`src/rtl/gpu_ucode_sequencer.sv`:
```
// Microcode sequencer: walks a GPU opcode's microroutine, one microword per cycle,
// handling WAIT_* stalls and the repeat counter for REPEAT_UCODE / CONTINUE_OR_END.
package gpu_ucode_pkg;
    typedef enum logic [5:0] {
        ENDMICRO        = 6'd0,
        VRAM_to_MAU     = 6'd1,
        INC_PC_A        = 6'd2,
        CPY_A_to_B      = 6'd3,
        DRAW_PIXEL      = 6'd4,
        REPEAT_UCODE    = 6'd5,
        CONTINUE_OR_END = 6'd6,
        WAIT_CYCLE      = 6'd7,
        WAIT_ALL_MAU    = 6'd8,
        WAIT_ANY_MAU    = 6'd9,
        WAIT_FB         = 6'd10,
        WAIT_LDU        = 6'd11,
        WAIT_DTCU       = 6'd12,
        WAIT_START      = 6'd13
    } GPU_Microcode_enum;
endpackage

module gpu_ucode_sequencer
    import gpu_ucode_pkg::*;
#(
    parameter int UADDR_W = 8,
    parameter int REP_W   = 16
) (
    input  logic                 clk,
    input  logic                 rst,
    input  logic                 instr_valid,
    output logic                 instr_ready,
    input  logic [UADDR_W-1:0]   instr_entry,
    input  logic [REP_W-1:0]     instr_rep,
    output logic [UADDR_W-1:0]   rom_addr,
    input  GPU_Microcode_enum    rom_data,
    output GPU_Microcode_enum    current_microcode,
    input  logic                 mau_any_busy,
    input  logic                 mau_all_busy,
    input  logic                 fb_busy,
    input  logic                 ldu_busy,
    input  logic                 dtcu_busy,
    input  logic                 start_go,
    output logic                 stalled,
    output logic [REP_W-1:0]     rep_remaining,
    output logic                 routine_done
);

    localparam logic [0:0] S_IDLE = 1'b0;
    localparam logic [0:0] S_RUN  = 1'b1;

    logic [0:0]         state;
    logic [UADDR_W-1:0] pc;
    logic [UADDR_W-1:0] entry_reg;
    logic [REP_W-1:0]   rep_cnt;
    logic [REP_W-1:0]   rep_dec;
    logic               rep_more;

    assign instr_ready       = (state == S_IDLE);
    assign rom_addr          = pc;
    assign current_microcode = (state == S_RUN) ? rom_data : ENDMICRO;
    assign rep_remaining     = rep_cnt;
    assign rep_more          = (rep_cnt > REP_W'(1));
    // Counter saturates at 0 once the last pass is consumed.
    assign rep_dec           = rep_more ? rep_cnt - REP_W'(1) : '0;

    always_comb begin
        stalled = 1'b0;
        if (state == S_RUN) begin
            case (rom_data)
                WAIT_ALL_MAU: stalled = mau_any_busy;
                WAIT_ANY_MAU: stalled = mau_all_busy;
                WAIT_FB:      stalled = fb_busy;
                WAIT_LDU:     stalled = ldu_busy;
                WAIT_DTCU:    stalled = dtcu_busy;
                WAIT_START:   stalled = !start_go;
                default:      stalled = 1'b0;
            endcase
        end
    end

    always_ff @(posedge clk) begin
        if (rst) begin
            state        <= S_IDLE;
            pc           <= '0;
            entry_reg    <= '0;
            rep_cnt      <= '0;
            routine_done <= 1'b0;
        end else begin
            routine_done <= 1'b0;
            case (state)
                S_IDLE: begin
                    if (instr_valid) begin
                        state     <= S_RUN;
                        pc        <= instr_entry;
                        entry_reg <= instr_entry;
                        rep_cnt   <= (instr_rep == '0) ? REP_W'(1) : instr_rep;
                    end
                end
                default: begin
                    if (!stalled) begin
                        case (rom_data)
                            ENDMICRO: begin
                                state        <= S_IDLE;
                                routine_done <= 1'b1;
                            end
                            REPEAT_UCODE: begin
                                rep_cnt <= rep_dec;
                                pc      <= rep_more ? entry_reg : pc + UADDR_W'(1);
                            end
                            CONTINUE_OR_END: begin
                                rep_cnt <= rep_dec;
                                if (rep_more) begin
                                    pc <= pc + UADDR_W'(1);
                                end else begin
                                    state        <= S_IDLE;
                                    routine_done <= 1'b1;
                                end
                            end
                            default: pc <= pc + UADDR_W'(1);
                        endcase
                    end
                end
            endcase
        end
    end

endmodule

```
`config.mk`:
```
export PLATFORM = sky130hd
export DESIGN_NAME = gpu_ucode_sequencer
export DESIGN_NICKNAME = d
export VERILOG_FILES = /design/src/rtl/gpu_ucode_sequencer.sv
export SDC_FILE = /design/constraint.sdc
export NUM_CORES = 1
export LEC_CHECK = 0
export CAP_MARGIN = 20
export CORE_MARGIN = 1
export CORE_UTILIZATION = 30
export CTS_BUF_LIST = sky130_fd_sc_hd__clkbuf_4
export DETAILED_ROUTE_END_ITERATION = 16
export GPL_ROUTABILITY_DRIVEN = 0
export PLACE_DENSITY = 0.58
export SLEW_MARGIN = 10
export SYNTH_ARGS = -nofsm -noshare
export SYNTH_HDL_FRONTEND = slang
export SYNTH_SLANG_ARGS = --single-unit
```
`constraint.sdc`:
```
create_clock -name clk -period 2.2 [get_ports clk]
set_input_delay 0.33 -clock clk [delete_from_list [all_inputs] [get_ports clk]]
set_output_delay 0.33 -clock clk [all_outputs]
set_load 0.05 [all_outputs]
```
==> results_dict.tcl, run 1 <==
set metrics [dict create \
    synth_mux_area_share_pct 2.852 \
    grt_max_degree 28 \
    grt_first_pass_wirelength_um 12390 \
    overflow 0 \
    net-switching-power_w 0.0008222 \
    synth_compound_area_share_pct 28.80 \
    path_cells "or4_4 > or4_4 > buf_4 > or3_4 > a31oi_1 > a311oi_1" \
    grt_pass1_vias 2584 \
    yosys.area_share.simple_pct 25.84 \
    fin_crit_ns 2.232 \
    syn_to_final_growth_pct 60.91 \
    hold_viol 0 \
    yosys_warnings 0 \
    vias 2640 \
    grt_use_met3_pct 3.918 \
    core_um2 7214 \
    crit_family "simple AND/OR/NAND/NOR gates" \
    drtIter0Drc 155 \
    critPathBufInv 1 \
    grt_util_met2_pct 34.13 \
    grtUsageTotal_pct 20.52 \
    hold_path.class "reg2reg" \
    synth_area_per_cell_um2 7.714 \
    dr.pass1.iters 11 \
    synth_top_family_by_area "compound AO/OA/AOI/OAI gates" \
    synth_seq_area_share_pct 30.43 \
    slowest_delay_ns 0.53 \
    max_cap_violations 0 \
    root_buffer "clkbuf_4" \
    busiest_layer "met2" \
    post-route-drc-count 2 \
    critPathMaxFanout 5 \
    synth_common_cells "39 x nand2_1, 34 x dfxtp_1, 23 x a21oi_1" \
    fin_skew_ns 0.01077 \
    h-tree-depth 2 \
    syn_nets 332 \
    io_buffers 71 \
    dieWidth_um 88.36 \
    n_antenna_cell 0 \
    worstMarginPinSlew_ns 0.5127 \
    p_seq_share_pct 34.4 \
    synth_edf_count 0 \
    slew_headroom_pct 65.71 \
    synthXorXnorAreaFrac_pct 3.523 \
    switching_share_pct 38.54 \
    totalWireLength_um 7802 \
    yosys_most_used_dff "dfxtp_1" \
    viasPerCell 5.388 \
    setup-tns-final_ns -0.1293 \
    path_common_cell "or4_4" \
    synth-adder-area-share_pct 1.678 \
    path_class "reg2reg" \
    setup_violations 6 \
    required_ns 2.43 \
    postLayoutCellArea_um2 3600 \
    dp_hpwl_um 5678 \
    cts_made_buffers 5 \
    clkPwrFrac_pct 21.9 \
    netlist.area_leader.share_pct 30.43 \
    fin_ws_ns -0.03158 \
    ios 72 \
    end_kind "flip-flop" \
    dieHeight_um 88.36 \
    critPathSlowestCell "or4_4" \
    synth_top_area_cell "dfxtp_1" \
    cts_buffer_depth 2 \
    period_share_pct 101.4 \
    placed_area_um2 3343 \
    syn_area_um2 2237 \
    wire_per_inst_um 15.92 \
    clk_pin_slew_ns 0.12 \
    ant_nets 0 \
    slew_viol_final 0 \
    dp_slack_ns -0.1500 \
    async_flop_share_pct 0 \
    cts_tree "yes" \
    status "finished with violations" \
    fmax_mhz 448.1 \
    initial_core_util_pct 31.01 \
    ys_ff_latch 34 \
    irDropWorstVdd_mv 0.2727 \
    whs_ns 0.4574 \
    drive_gt1_share_pct 24.81 \
    synthMostInstantiatedCell "nand2_1" \
    num_rows 31 \
    cellLeakagePower_nw 1.333 \
    largest_reg_flops 16 \
    p_comb_share_pct 43.7 \
    intPower_w 0.001311 \
    yosys-top-cells-area "dfxtp_1 30%, nand2_1 6.5%, a21oi_1 5.1%" \
    met1_usage_pct 26.61 \
    insertion_delay_ns 0.34 \
    start_kind "flip-flop" \
    rsz0062_at_grt "yes" \
    worstPathArrival_ns 2.46 \
    failed_checks "DRC, setup timing" \
    nets 432 \
    synthDistinctLibCells 55 \
    dieArea_um2 7807 \
    power.density_nw_per_um2 592.6 \
    synth_cells 290 \
    clock-sinks 34 \
    antenna_found_initial 0 \
]
cell families after synthesis:
logic type | after synthesis
buf+inv | 35
mux | 6
fa+ha+maj | 3
flops | 34
xor+xnor | 9
compound gates | 91
simple gates | 112
power by group through the flow:
stage               clock network (W)  logic [W]  registers [W]
floorplan                           0   0.000367       0.000865
global placement                    0   0.000848       0.000742
detailed placement                  0   0.000851       0.000743
CTS                          0.000479   0.000876       0.000729
global route                 0.000508   0.000998       0.000741
finish                       0.000468   0.000932       0.000733
per-stage QoR:
stage	power [W]	cells	utilization, %
after detailed placement	0.001594	478	46.34
after CTS	0.002084	488	47.90
after floorplan	0.001232	290	-
after global placement	0.001590	478	46.34
after global routing	0.002248	490	49.90
final	0.002133	490	49.90
worst paths after layout:
path,slack [ns],cells past startpoint,to,startpoint
setup reg to reg,-0.03,6,rom_addr[5]$_SDFFE_PP0P_,rep_remaining[12]$_SDFFE_PP0P_
hold reg to reg,0.46,2,entry_reg[0]$_SDFFE_PP0P_,entry_reg[0]$_SDFFE_PP0P_
setup / recovery,-0.03,6,rom_addr[5]$_SDFFE_PP0P_,rep_remaining[12]$_SDFFE_PP0P_
hold / removal,0.46,2,entry_reg[0]$_SDFFE_PP0P_,entry_reg[0]$_SDFFE_PP0P_
tightest hold or removal path, delay by kind of cell, from the launching register on:
kind	cells	cell delay, ns
AOI/OAI and AO/OA	1	0.05
DFF	1	0.33
and+or+nand+nor	1	0.05
placed cells by master (no fill, tap or decap), types with 4 or more instances in the layout:
| cell | instances |
|---|---|
| buf_4 | 39 |
| xor2_1 | 6 |
| nand3_1 | 9 |
| a21oi_1 | 21 |
| o21ai_0 | 13 |
| dfxtp_1 | 25 |
| clkbuf_4 | 5 |
| nor4_1 | 7 |
| buf_12 | 6 |
| and2_1 | 7 |
| inv_1 | 14 |
| nor2_1 | 17 |
| clkdlybuf4s50_1 | 63 |
| o32ai_1 | 6 |
| a32o_1 | 4 |
| a311oi_2 | 4 |
| nor3_1 | 7 |
| nand2_1 | 39 |
| o21a_1 | 4 |
| dfxtp_2 | 7 |
repair_timing:
item                                    in CTS  in global routing
hold buffers                                 0                  0
endpoints found under the hold margin        0                  0
endpoints found under the setup margin       8                 20
resized for setup                            3                 24
buffers inserted                             2                  1
pin swaps                                    3                  1
cloned                                       1                  1
metal layers:
layer / routed length [µm] / up-vias
li1: - / 1296
met1: 3503 / 1230
met2: 3657 / 101
met3: 509 / 13
met4: 132 / 0
met5: 0 / -
final cells by class:
cell class,instances,area [µm²]
sequential,34,696.9
inverter,15,56.30
clock inverter,3,40.04
tap,99,123.9
fill,714,3615
clock buffer,5,37.54
timing repair buffer,112,1082
multi-input combinational,222,1563
Note: power is estimated with default switching activity, not from simulation.
==> run 2, diff against run 1 <==
Settings changed: CELL_PAD_IN_SITES_DETAIL_PLACEMENT from default to 1, CELL_PAD_IN_SITES_GLOBAL_PLACEMENT from default to 2, CORE_UTILIZATION 30 to 24, PLACE_DENSITY 0.58 to 0.79, REMOVE_ABC_BUFFERS from default to 1.
==> run 2 against run 1 <==
Net effect: register-to-register slack worse by 0.09 ns; global-route usage down 2.2 points; worst hold slack better by 0.0045 ns; clock skew up 0.0049 ns; clock power up 4.7%; first-iteration DRC count down 59%; die area up 24%; largest power group unchanged; the run still ends with DRC, setup timing left.
==> results_dict.tcl, run 2 (same netlist as run 1, synthesis figures left out) <==
set metrics [dict create \
    drtIter0Drc 64 \
    nets 440 \
    rsz0062_at_grt "yes" \
    io_buffers 71 \
    fin_skew_ns 0.01570 \
    crit_path_start "rep_remaining[11]$_SDFFE_PP0P_" \
    whs_ns 0.4619 \
    syn_to_final_growth_pct 60.51 \
    vias 2698 \
    drive_gt1_share_pct 23.31 \
    antenna_found_initial 0 \
    ios 72 \
    power.density_nw_per_um2 598.7 \
    total_power_w 0.002150 \
    grt_pass1_vias 2820 \
    hold_path.class "reg2reg" \
    root_buffer "clkbuf_4" \
    dr.pass1.iters 10 \
    wire_per_inst_um 17.72 \
    setup_violations 8 \
    dieWidth_um 98.55 \
    post-route-drc-count 3 \
    r2r_slack_ns -0.12 \
    slew_headroom_pct 65.68 \
    viasPerCell 5.321 \
    cellLeakagePower_nw 1.360 \
    final_common_cell "clkdlybuf4s50_1" \
    reg2reg_to "rom_addr[7]$_SDFFE_PP0P_" \
    fin_crit_ns 2.321 \
    largest_reg_flops 16 \
    fmax_mhz 430.9 \
    fin_ws_ns -0.1206 \
    status "finished with violations" \
    cts_made_buffers 5 \
    failed_checks "DRC, setup timing" \
    initial_core_util_pct 25.16 \
    grtUsageTotal_pct 18.28 \
    insertion_delay_ns 0.35 \
    start_kind "flip-flop" \
    n_antenna_cell 0 \
    core_um2 8891 \
    ant_nets 0 \
    setup-tns-final_ns -0.6861 \
    cts_tree "yes" \
    overflow 0 \
    dp_slack_ns -0.2518 \
    clk_pin_slew_ns 0.13 \
    worstMarginPinSlew_ns 0.5132 \
    h-tree-depth 2 \
    path_class "reg2reg" \
    slew_viol_final 0 \
    hold_viol 0 \
    dieArea_um2 9711 \
    max_cap_violations 0 \
    end_kind "flip-flop" \
    ff2ff_path_depth 5 \
    worstPathArrival_ns 2.59 \
    period_share_pct 105.5 \
    critPathMaxFanout 6 \
    r2r-start "rep_remaining[11]$_SDFFE_PP0P_" \
    endpoint "rom_addr[7]$_SDFFE_PP0P_" \
    grt_max_degree 22 \
    dp_hpwl_um 6688 \
    totalWireLength_um 8982 \
    clock-sinks 34 \
    cts_buffer_depth 2 \
    final_cell_mix "63 x clkdlybuf4s50_1, 50 x buf_4, 39 x nand2_1" \
    dieHeight_um 98.55 \
    grt_first_pass_wirelength_um 14080 \
    utilization_pct 40.39 \
    irDropWorstVdd_mv 0.2870 \
    required_ns 2.47 \
    num_rows 34 \
]
run 2: through the flow:
| stage | instance area (µm²) | instances |
|---|---|---|
| global placement | 3393 | 496 |
| detailed placement | 3393 | 496 |
| global route | 3591 | 507 |
| floorplan | 2140 | 270 |
| CTS | 3511 | 507 |
| finish | 3591 | 507 |
run 2: area by class of cell:
class	count	area, µm²
repair buffers	120	1137
clock buffers	5	37.54
clock inverters	3	45.04
flip-flops and latches	34	681.9
multi-input cells	222	1498
well taps	108	135.1
inverters	15	56.30
fillers	1070	5300
run 2: per-layer routing:
| metal | track usage (%) | share of wire, % | up-vias |
|---|---|---|---|
| li1 | - | - | 1309 |
| met1 | 22.62 | 45 | 1312 |
| met2 | 32.77 | 50 | 70 |
| met3 | 3.475 | 4.5 | 7 |
| met4 | 4.133 | 0.76 | 0 |
| met5 | 0 | 0 | - |
run 2: worst min-delay path by stage:
| stage | from | end | slack [ns] | cells past startpoint |
|---|---|---|---|---|
| 2_1_floorplan | rst | rom_addr[3]$_SDFFE_PP0P_ | 0.40 | 1 |
| 3_3_place_gp | entry_reg[1]$_SDFFE_PP0P_ | entry_reg[1]$_SDFFE_PP0P_ | 0.44 | 2 |
| 3_5_place_dp | entry_reg[0]$_SDFFE_PP0P_ | entry_reg[0]$_SDFFE_PP0P_ | 0.45 | 2 |
| 4_1_cts | entry_reg[0]$_SDFFE_PP0P_ | entry_reg[0]$_SDFFE_PP0P_ | 0.47 | 2 |
| 5_1_grt | entry_reg[0]$_SDFFE_PP0P_ | entry_reg[0]$_SDFFE_PP0P_ | 0.49 | 2 |
| 6_report | entry_reg[0]$_SDFFE_PP0P_ | entry_reg[0]$_SDFFE_PP0P_ | 0.46 | 2 |
run 2: power breakdown:
part           total, W  switching (W)  internal, W
Combinational  0.000940       0.000533     0.000407
Sequential     0.000719      0.0000547     0.000665
Clock          0.000490       0.000252     0.000238
run 2: critical path: stages (launching register included):
cell and delay (ns):
dfxtp_2 0.34, or4_4 0.57, or4_4 0.47, or3_4 0.45, and3_4 0.21, a311oi_2 0.22
run 2: timing repair:
| action | CTS | global route |
|---|---|---|
| resized for setup | 3 | 15 |
| buffers inserted | 2 | 0 |
| setup endpoints to repair | 21 | 22 |
| gates cloned | 1 | 0 |
| hold buffers | 0 | 0 |
| pin swaps | 2 | 6 |
==> patch: new RTL, config.mk and constraints of run 2 <==
The parameter `REP_W` goes from 16 to 32.
--- a/src/rtl/gpu_ucode_sequencer.sv
+++ b/src/rtl/gpu_ucode_sequencer.sv
@@ -24,5 +24,5 @@
 #(
     parameter int UADDR_W = 8,
-    parameter int REP_W   = 16
+    parameter int REP_W   = 32
 ) (
     input  logic                 clk,
Ports: changed (resized instr_rep and rep_remaining); port bits go from 72 to 104. The function was not compared with the original's and may differ.
==> patch against run 2 <==
Synthesized area increased by 49%; final area rose by 58%; sequential cell count rose by 16; power grew 49%; sequential power is 49% higher; wire length is 68% higher; non-clock buffer count grew 104; worst setup slack gained 0.19 ns; clock power decreased by 7.1%; critical path type is now reg2out; critical endpoint is now rep_remaining[2].
==> patch: results (changes against run 2) <==
| Metric | Value |
|---|---|
| Status | finished clean |
| Worst R2R Path Depth | 7 (+2) |
| Final Skew | 0.0126 ns (-0.00313 ns) |
| CP peak stage delay | 0.80 ns (+0.23 ns) |
| Clock root cell | clkbuf_4 |
| M3 GR Usage | 2.80% (-0.67 points) |
| Seq/Total Area, Yosys | 30.0% (-0.45 points) |
| DRT iter0 DRCs | 233 (+260%) |
| Worst Setup EP | rep_remaining[2] |
| GR Util All Layers | 20.7% (+2.5 points) |
| Routed wire length per instance | 18.5 um (+4.6%) |
| Arrival time worst endpoint | 1.80 ns (-0.79 ns) |
| DR WL met3 | 649 um (+61%) |
| Worst skew pair latency | 0.39 ns (+0.04 ns) |
| Worst-path clk slew | 0.17 ns (+0.04 ns) |
| Worst reg2reg startpoint | rep_remaining[9] |
| Met1 Routed Length | 6.73 mm (+68%) |
| Critical path fanouts, max | 5 (-1) |
| Ys async rst share | 0% (unchanged) |
| Worst R2R Setup Slack | 0.07 ns (+0.19 ns) |
| Worst r2r dst | rep_remaining[30] |
| Global-route wire length before repair | 23.8 mm (+69%) |
| Initial antenna violation count | 0 (unchanged) |
| Synth top cells by count | dfxtp_1 (50), nor2_1 (43), nand2_1 (41), a21oi_1 (32), nor3_1 (30) |
| Crit path max-delay cell type | clkdlybuf4s50_1 |
| Placed wire-length estimate | 11.7 mm (+75%) |
| Highest metal used | met4 |
| Vias in the first global route | 4493 (+59%) |
| Largest net degree at the start of global routing | 28 (+27%) |
| Pre-Repair DR Iteration Count | 4 (-6) |
| Met2 GRT Util | 36.5% (+3.7 points) |
| CP Launch Point | rep_remaining[2] |
| Leakage power | 2.21 nW (+62%) |
| Placed cell count | 802 (+62%) |
| Fraction of layout cells with a size suffix above 1 | 26.5% (+3.2 points) |
| Cells after synthesis | 434 (+50%) |
| Met2 WL | 7.43 mm (+65%) |
| Antenna fix cells | 0 (unchanged) |
| Hold Crit Class | reg2reg |
| PortBufs | 103 (+45%) |
| Nets | 695 (+58%) |
| Top delay family on crit path | buffers and inverters |
| CTS max path bufs | 2 (unchanged) |
| DR vias | 4351 (+61%) |
| Met1 Usage GRT | 26.3% (+3.7 points) |
| CTS buffer count | 5 (unchanged) |
| Max FFs per register | 32 (+16) |
| Yosys cell types | 56 (+1.8%) |
| Main area contributors after synthesis | dfxtp_1 (30%), nor2_1 (4.8%), a21oi_1 (4.8%), nand2_1 (4.6%), nor3_1 (4.5%) |
| Worst Max-Slew Pin Slew | 0.548 ns (+0.0348 ns) |
| Vias per inst | 5.35 (+0.45%) |
| Worst VDD drop | 0.244 mV (-15%) |
| YS warnings | 0 (unchanged) |
| Cell accounting for the most synthesized area | dfxtp_1 |
| H-tree depth | 2 (unchanged) |
==> patch: cell types whose count changed after synthesis, moves of 6 or more <==
cell             run 2  this run
a21oi_1             23        32
nor3_1               8        30
xnor2_1              3         9
nor2_1              17        43
or4_1                1         7
clkbuf_1            17        23
inv_1               15         8
dfxtp_1             34        50
or3_1                1         9
a221oi_1             2        14
nand3_1             10        19
==> patch: power by group <==
| part | internal [mW] | leakage, nW | total [mW] | switching (mW) |
|---|---|---|---|---|
| Sequential | 0.986 | 0.413 | 1.07 | 0.0823 |
| Combinational | 0.727 | 1.76 | 1.68 | 0.949 |
| Clock | 0.120 | 0.0286 | 0.455 | 0.335 |
==> patch: through the flow <==
| step | power, mW | worst slack [ns] | area [um^2] | utilization, % | setup TNS (ns) |
|---|---|---|---|---|---|
| after detailed placement | 2.69 | -0.293 | 5490 | 40.9 | -7.65 |
| after global routing | 3.37 | -0.0415 | 5670 | 42.3 | -0.0966 |
| after global placement | 2.66 | -0.237 | 5490 | 40.9 | -5.06 |
| after CTS | 3.16 | 0.0226 | 5550 | 41.4 | 0 |
| after floorplan | 1.89 | -0.715 | 3230 | - | -23.21 |
| final | 3.20 | 0.0685 | 5670 | 42.3 | 0 |
==> patch: worst min path at each step <==
stage	depth (start not counted)	slack, ns	end	from
floorplan	1	0.40	entry_reg[0]	rst
global placement	2	0.44	entry_reg[0]	entry_reg[0]
detailed placement	2	0.45	entry_reg[0]	entry_reg[0]
CTS	2	0.47	entry_reg[2]	entry_reg[2]
global route	2	0.50	entry_reg[7]	entry_reg[7]
finish	2	0.47	entry_reg[0]	entry_reg[0]
==> patch: kinds of logic (layout without fill, tap and decap cells) <==
group / after synthesis / after routing / share of synthesized area (%)
DFF: 50 / 50 / 30.0
xor gates and xnor gates: 17 / 17 / 4.46
buffers and inverters: 37 / 241 / 4.31
AOI/OAI and AO/OA: 113 / 113 / 23.2
adders and majority gates: 3 / 3 / 1.12
muxes: 5 / 5 / 1.57
and+or+nand+nor: 209 / 209 / 35.4
==> patch: worst min-delay path, cell delays in order, from the launching register on <==
cell	delay [ns]
dfxtp_1	0.34
nand2_1	0.05
a21oi_1	0.06
==> patch: area by class of cell <==
| cell class | instances | area, um^2 |
|---|---|---|
| clock inverter | 3 | 16.3 |
| inverter | 9 | 33.8 |
| tap | 176 | 220 |
| multi-input combinational | 347 | 2300 |
| fill | 1622 | 7730 |
| timing repair buffer | 224 | 2070 |
| clock buffer | 5 | 37.5 |
| sequential | 50 | 1000 |
==> patch: repair_timing <==
action / CTS / global route
buffers inserted: 0 / 3
resized for setup: 4 / 23
cloned: 0 / 1
pin swaps: 2 / 10
hold endpoints to repair: 0 / 0
setup endpoints to repair: 5 / 24
